[src/rtl/mcd_step_sequencer.sv]
// rtl/mcd_step_sequencer.sv - 4-coil stepper sequencer: wave/full/half drive, step-count commands, abort, hold, position
module mcd_step_sequencer #(
    parameter int DIV_WIDTH   = 16,
    parameter int COUNT_WIDTH = 16,
    parameter int POS_WIDTH   = 24
) (
    input  logic                   clk,
    input  logic                   rst,
    input  logic                   cmd_valid,
    output logic                   cmd_ready,
    input  logic [COUNT_WIDTH-1:0] cmd_steps,
    input  logic                   cmd_dir,
    input  logic [1:0]             cmd_mode,
    input  logic [DIV_WIDTH-1:0]   cmd_period,
    input  logic                   hold_en,
    input  logic                   abort,
    output logic [3:0]             coils,
    output logic                   busy,
    output logic                   done,
    output logic                   aborted,
    output logic [POS_WIDTH-1:0]   step_pos
);

    typedef enum logic {
        IDLE = 1'b0,
        RUN  = 1'b1
    } state_t;

    state_t                 state_q;
    logic [2:0]             phase_q;
    logic [3:0]             coils_q;
    logic                   busy_q;
    logic                   done_q;
    logic                   aborted_q;
    logic                   zero_pend_q;
    logic [POS_WIDTH-1:0]   pos_q;
    logic [DIV_WIDTH-1:0]   div_q;
    logic [DIV_WIDTH-1:0]   reload_q;
    logic [COUNT_WIDTH-1:0] rem_q;
    logic                   dir_q;
    logic                   half_q;

    logic                   accept;
    logic [2:0]             align_phase_d;
    logic [2:0]             step_phase_d;
    logic [DIV_WIDTH-1:0]   reload_d;

    function automatic logic [3:0] pattern(input logic [2:0] p);
        case (p)
            3'd0:    pattern = 4'b0001;
            3'd1:    pattern = 4'b0011;
            3'd2:    pattern = 4'b0010;
            3'd3:    pattern = 4'b0110;
            3'd4:    pattern = 4'b0100;
            3'd5:    pattern = 4'b1100;
            3'd6:    pattern = 4'b1000;
            default: pattern = 4'b1001;
        endcase
    endfunction

    always_comb begin
        accept        = cmd_valid && (state_q == IDLE);
        reload_d      = (cmd_period == '0) ? '0 : cmd_period - DIV_WIDTH'(1);
        align_phase_d = phase_q;
        case (cmd_mode)
            2'b00:   align_phase_d = {phase_q[2:1], 1'b0};
            2'b01:   align_phase_d = {phase_q[2:1], 1'b1};
            default: align_phase_d = phase_q;
        endcase
        // Wave and full skip the interleaved half positions, so they move two indices per step.
        if (dir_q) begin
            step_phase_d = phase_q - (half_q ? 3'd1 : 3'd2);
        end else begin
            step_phase_d = phase_q + (half_q ? 3'd1 : 3'd2);
        end
    end

    always_ff @(posedge clk) begin
        if (rst) begin
            state_q     <= IDLE;
            phase_q     <= 3'd0;
            coils_q     <= 4'b0000;
            busy_q      <= 1'b0;
            done_q      <= 1'b0;
            aborted_q   <= 1'b0;
            zero_pend_q <= 1'b0;
            pos_q       <= '0;
            div_q       <= '0;
            reload_q    <= '0;
            rem_q       <= '0;
            dir_q       <= 1'b0;
            half_q      <= 1'b0;
        end else begin
            done_q      <= 1'b0;
            aborted_q   <= 1'b0;
            zero_pend_q <= 1'b0;
            case (state_q)
                IDLE: begin
                    if (zero_pend_q) begin
                        done_q <= 1'b1;
                    end
                    if (accept) begin
                        dir_q    <= cmd_dir;
                        half_q   <= cmd_mode[1];
                        reload_q <= reload_d;
                        div_q    <= reload_d;
                        rem_q    <= cmd_steps;
                        phase_q  <= align_phase_d;
                        coils_q  <= pattern(align_phase_d);
                        if (cmd_steps == '0) begin
                            zero_pend_q <= 1'b1;
                        end else begin
                            state_q <= RUN;
                            busy_q  <= 1'b1;
                        end
                    end else begin
                        coils_q <= hold_en ? pattern(phase_q) : 4'b0000;
                    end
                end
                RUN: begin
                    if (abort) begin
                        state_q   <= IDLE;
                        busy_q    <= 1'b0;
                        aborted_q <= 1'b1;
                    end else if (div_q == '0) begin
                        phase_q <= step_phase_d;
                        coils_q <= pattern(step_phase_d);
                        // All-ones is -1: one position count per step regardless of mode.
                        pos_q   <= pos_q + {{(POS_WIDTH-1){dir_q}}, 1'b1};
                        rem_q   <= rem_q - COUNT_WIDTH'(1);
                        div_q   <= reload_q;
                        if (rem_q == COUNT_WIDTH'(1)) begin
                            state_q <= IDLE;
                            busy_q  <= 1'b0;
                            done_q  <= 1'b1;
                        end
                    end else begin
                        div_q <= div_q - DIV_WIDTH'(1);
                    end
                end
                default: state_q <= IDLE;
            endcase
        end
    end

    assign cmd_ready = (state_q == IDLE);
    assign coils     = coils_q;
    assign busy      = busy_q;
    assign done      = done_q;
    assign aborted   = aborted_q;
    assign step_pos  = pos_q;

endmodule

[config.mk]
export PLATFORM = sky130hd
export DESIGN_NAME = mcd_step_sequencer
export DESIGN_NICKNAME = d
export VERILOG_FILES = /design/src/rtl/mcd_step_sequencer.sv
export SDC_FILE = /design/constraint.sdc
export NUM_CORES = 1
export LEC_CHECK = 0
export ABC_AREA = 0
export BUFFER_PORTS_ARGS = -buffer_cell sky130_fd_sc_hd__buf_2
export CAP_MARGIN = 10
export CORE_MARGIN = 4
export CORE_UTILIZATION = 55
export DETAILED_ROUTE_END_ITERATION = 6
export PLACE_DENSITY = 0.76
export SLEW_MARGIN = 10
export SYNTH_ARGS = -nofsm -noshare
export SYNTH_HDL_FRONTEND = slang
export SYNTH_SLANG_ARGS = --single-unit
[constraint.sdc]
create_clock -name clk -period 3.42 [get_ports clk]
set_input_delay 0.513 -clock clk [delete_from_list [all_inputs] [get_ports clk]]
set_output_delay 0.513 -clock clk [all_outputs]
set_load 0.05 [all_outputs]
==> reports/qor.yml <==
status:
  status: "complete, no violations"
timing:
  slew_headroom_pct: 44.05
  slew_violations: 0
  fmaxAchievable_mhz: 345.8
  setup_violations: 0
  rsz0062_at_grt: "false"
  skew_ns: 0.01851
  whs_ns: 0.4150
  worstMarginPinSlew_ns: 0.8392
  tns_ns: 0
  hold_viol: 0
  layout_min_cycle_time_ns: 2.892
  fin_crit_sh_pct: 84.57
final_layout:
  stdcell_count: 966
  nets: 899
  nFillCells: 952
  final_common_cell: "nand2_1"
  layout_common_cells: "98 x nand2_1, 97 x a21oi_1, 86 x nor2_1, 86 x dfxtp_1, 71 x buf_2"
  ff_latch_area_um2: 1722
  syn2layout_area_growth_pct: 11.27
  diodes: 0
  final_layout_size_suffix_gt1_share_pct: 13.45
  multi_input_area_um2: 3709
critical_path:
  max_stage_delay_ns: 0.47
  critPathBufInv: 2
  cp_top_family: "compound AO/OA/AOI/OAI gates"
  crit_top_cell: "a31oi_1"
  arrival_ns: 3.19
  crit_slowest_cell: "dfxtp_1"
  crit_fanout: 8
  critPathKind: "flip-flop to flip-flop"
  worst_setup_path_end_kind: "flip-flop"
  r2r-start: "dir_q"
  crit_chain: "buf_4, inv_1, fa_1, nor2b_1, o211ai_1, a31oi_1, a31oi_1, o31a_1, xor2_1, o21ai_0"
  crit_path_start: "dir_q"
  start_kind: "flip-flop"
  cp.required_ns: 3.72
logic_synthesis:
  netlist_instances: 773
  yosys_warnings: 0
  synthArstFlopShare_pct: 0
  synth_edf_count: 0
  synthSimpleGateAreaFrac_pct: 24.41
  ys_seq_area_share_pct: 30.40
  yosys-top-cells-area: "dfxtp_1 30%, a21oi_1 8.6%, nand2_1 6.5%, ha_1 6.4%, nor2_1 5.8%"
  synth_ff_type: "dfxtp_1"
  syn_area_um2: 5663
  ys_seq_elements: 86
  ys_types: 67
  muxShareOfSynthArea_pct: 0.7512
  synthAdderAreaFrac_pct: 7.114
  synth_xor_area_share_pct: 6.650
  synth_top_cell_by_area: "dfxtp_1"
  avgSynthCellArea_um2: 7.326
  synth_top_family_by_area: "compound AO/OA/AOI/OAI gates"
  syn_nets: 844
  yosysTopAreaCellShare_pct: 30.40
  synth_compound_area_share_pct: 26.51
place:
  portBuffers: 71
  place.gp.congestion: 0.9015
  dp_hpwl_mm: 10.82
  place_inst: 950
route:
  initialDrtViolationCount: 460
  drtPass1Iterations: 5
  routedWlPerCell_um: 15.46
  via_per_inst: 6.083
  drt-total-wl_mm: 14.94
  vias: 5876
  drcViolationCount: 0
  drtAntennaViolNets: 0
clock_network:
  cts_resized: 0
  post-cts-setup-buffers: 0
  tritoncts: "built"
  root_buffer: "clkbuf_8"
  cts_sinks: 86
  hold_buffers: 0
  clk_pin_slew_worst_paths_ns: 0.09
  cts_made_buffers: 9
  ctsHtreeMaxLevel: 3
  insertion_delay_ns: 0.37
  clock_path_buffers: 2
power_and_ir_drop:
  p_clk_share_pct: 28.9
  p_comb_share_pct: 22.9
  internal_power_uw: 1548
  max-vdd-ir-drop_mv: 0.2144
  cellLeakagePower_uw: 0.002500
  p_per_area_nw_per_um2: 368.7
  p_sw_uw: 774.9
  swShare_pct: 33.36
  seq_power_share_pct: 48.3
floorplan:
  die_height_um: 109.5
  die_w_um: 109.5
  die_area_um2: 11980
  core_area_um2: 9910
  start_util_pct: 57.15
  row_count: 36
  num_io_pins: 72
worst_hold_path:
  min_path_type: "primary input to flip-flop"
  holdCritStartpoint: "cmd_dir"
global_routing:
  grt_pass1_wl_mm: 25.19
  grt_max_degree: 47
  grt_use_total_pct: 25.78
  overflow: 0
  grt_pass1_vias: 5455
  grt_antenna_before_repair: 0
flow_run:
  max-cap-violations: 0
-- cell type report --
class / count / area share (%)
Multi-Input combinational cell: 627 / 58.86
Sequential cell: 86 / 27.32
Timing Repair Buffer: 84 / 7.188
Tap cell: 133 / 2.641
Clock buffer: 11 / 2.244
Inverter: 20 / 1.191
Clock inverter: 5 / 0.5560
-- worst min-delay path: cells and delay by family --
family,cells,cell delay (ns)
AOI/OAI and AO/OA,1,0.06
buffers and inverters,1,0.10
and+or+nand+nor,1,0.07
-- per-stage QoR --
stage | setup WS (ns) | instance area [um^2] | utilization (%) | total power [uW]
after global placement | 0.6567 | 6125 | 61.81 | 1649
final | 0.5277 | 6301 | 63.59 | 2323
after floorplan | 0.6399 | 5663 | - | 1523
after CTS | 0.5434 | 6301 | 63.59 | 2326
after global routing | 0.3379 | 6301 | 63.59 | 2454
after detailed placement | 0.5511 | 6125 | 61.81 | 1666
-- cell usage after synthesis (all sizes together) (7+ instances only) --
library cell  count
o211ai            8
buf               8
xor2             16
nor2             87
o21ai            64
a211oi           17
nor3             31
nand2            98
or3               9
nand3            21
clkbuf           32
or4               7
a21o              7
nand4             8
dfxtp            86
inv              20
xnor2            27
a21oi            98
nor4             16
a31oi             8
ha               29
-- routing by layer --
| layer | global-route usage (%) | wire (um) | vias to the layer above |
|---|---|---|---|
| met2 | 44.16 | 7122 | 201 |
| met4 | 7.658 | 204 | 0 |
| li1 | - | - | 2911 |
| met5 | 0 | 0 | - |
| met3 | 3.699 | 973 | 23 |
| met1 | 33.64 | 6638 | 2741 |
-- registers in the layout, indices dropped and copies added (netlist names), 3 cells and up --
register	flops
step_pos	24
div_q	16
reload_q	16
rem_q	16
coils	4
phase_q	3
-- power by group through the flow --
stage | Sequential, uW | Clock [uW] | Combinational, uW
after detailed placement | 1140 | 0 | 524
after global placement | 1140 | 0 | 511
after CTS | 1120 | 680 | 527
after global routing | 1130 | 723 | 600
after floorplan | 1150 | 0 | 372
final | 1120 | 670 | 531
-- worst paths after layout --
path | endpoint | slack (ns) | cells after the start
hold reg to reg | busy | 0.47 | 2
hold / removal | dir_q | 0.42 | 3
setup / recovery | step_pos[18] | 0.53 | 10
setup reg to reg | step_pos[18] | 0.53 | 10
-- cells by family after synthesis --
group	after synthesis
multiplexers	4
XOR/XNOR	43
flip-flops	86
buffers and inverters	60
adder cells (fa/ha/maj)	31
AO/OA/AOI/OAI	250
AND/OR/NAND/NOR	299
Power figures use the tool's default switching activity.
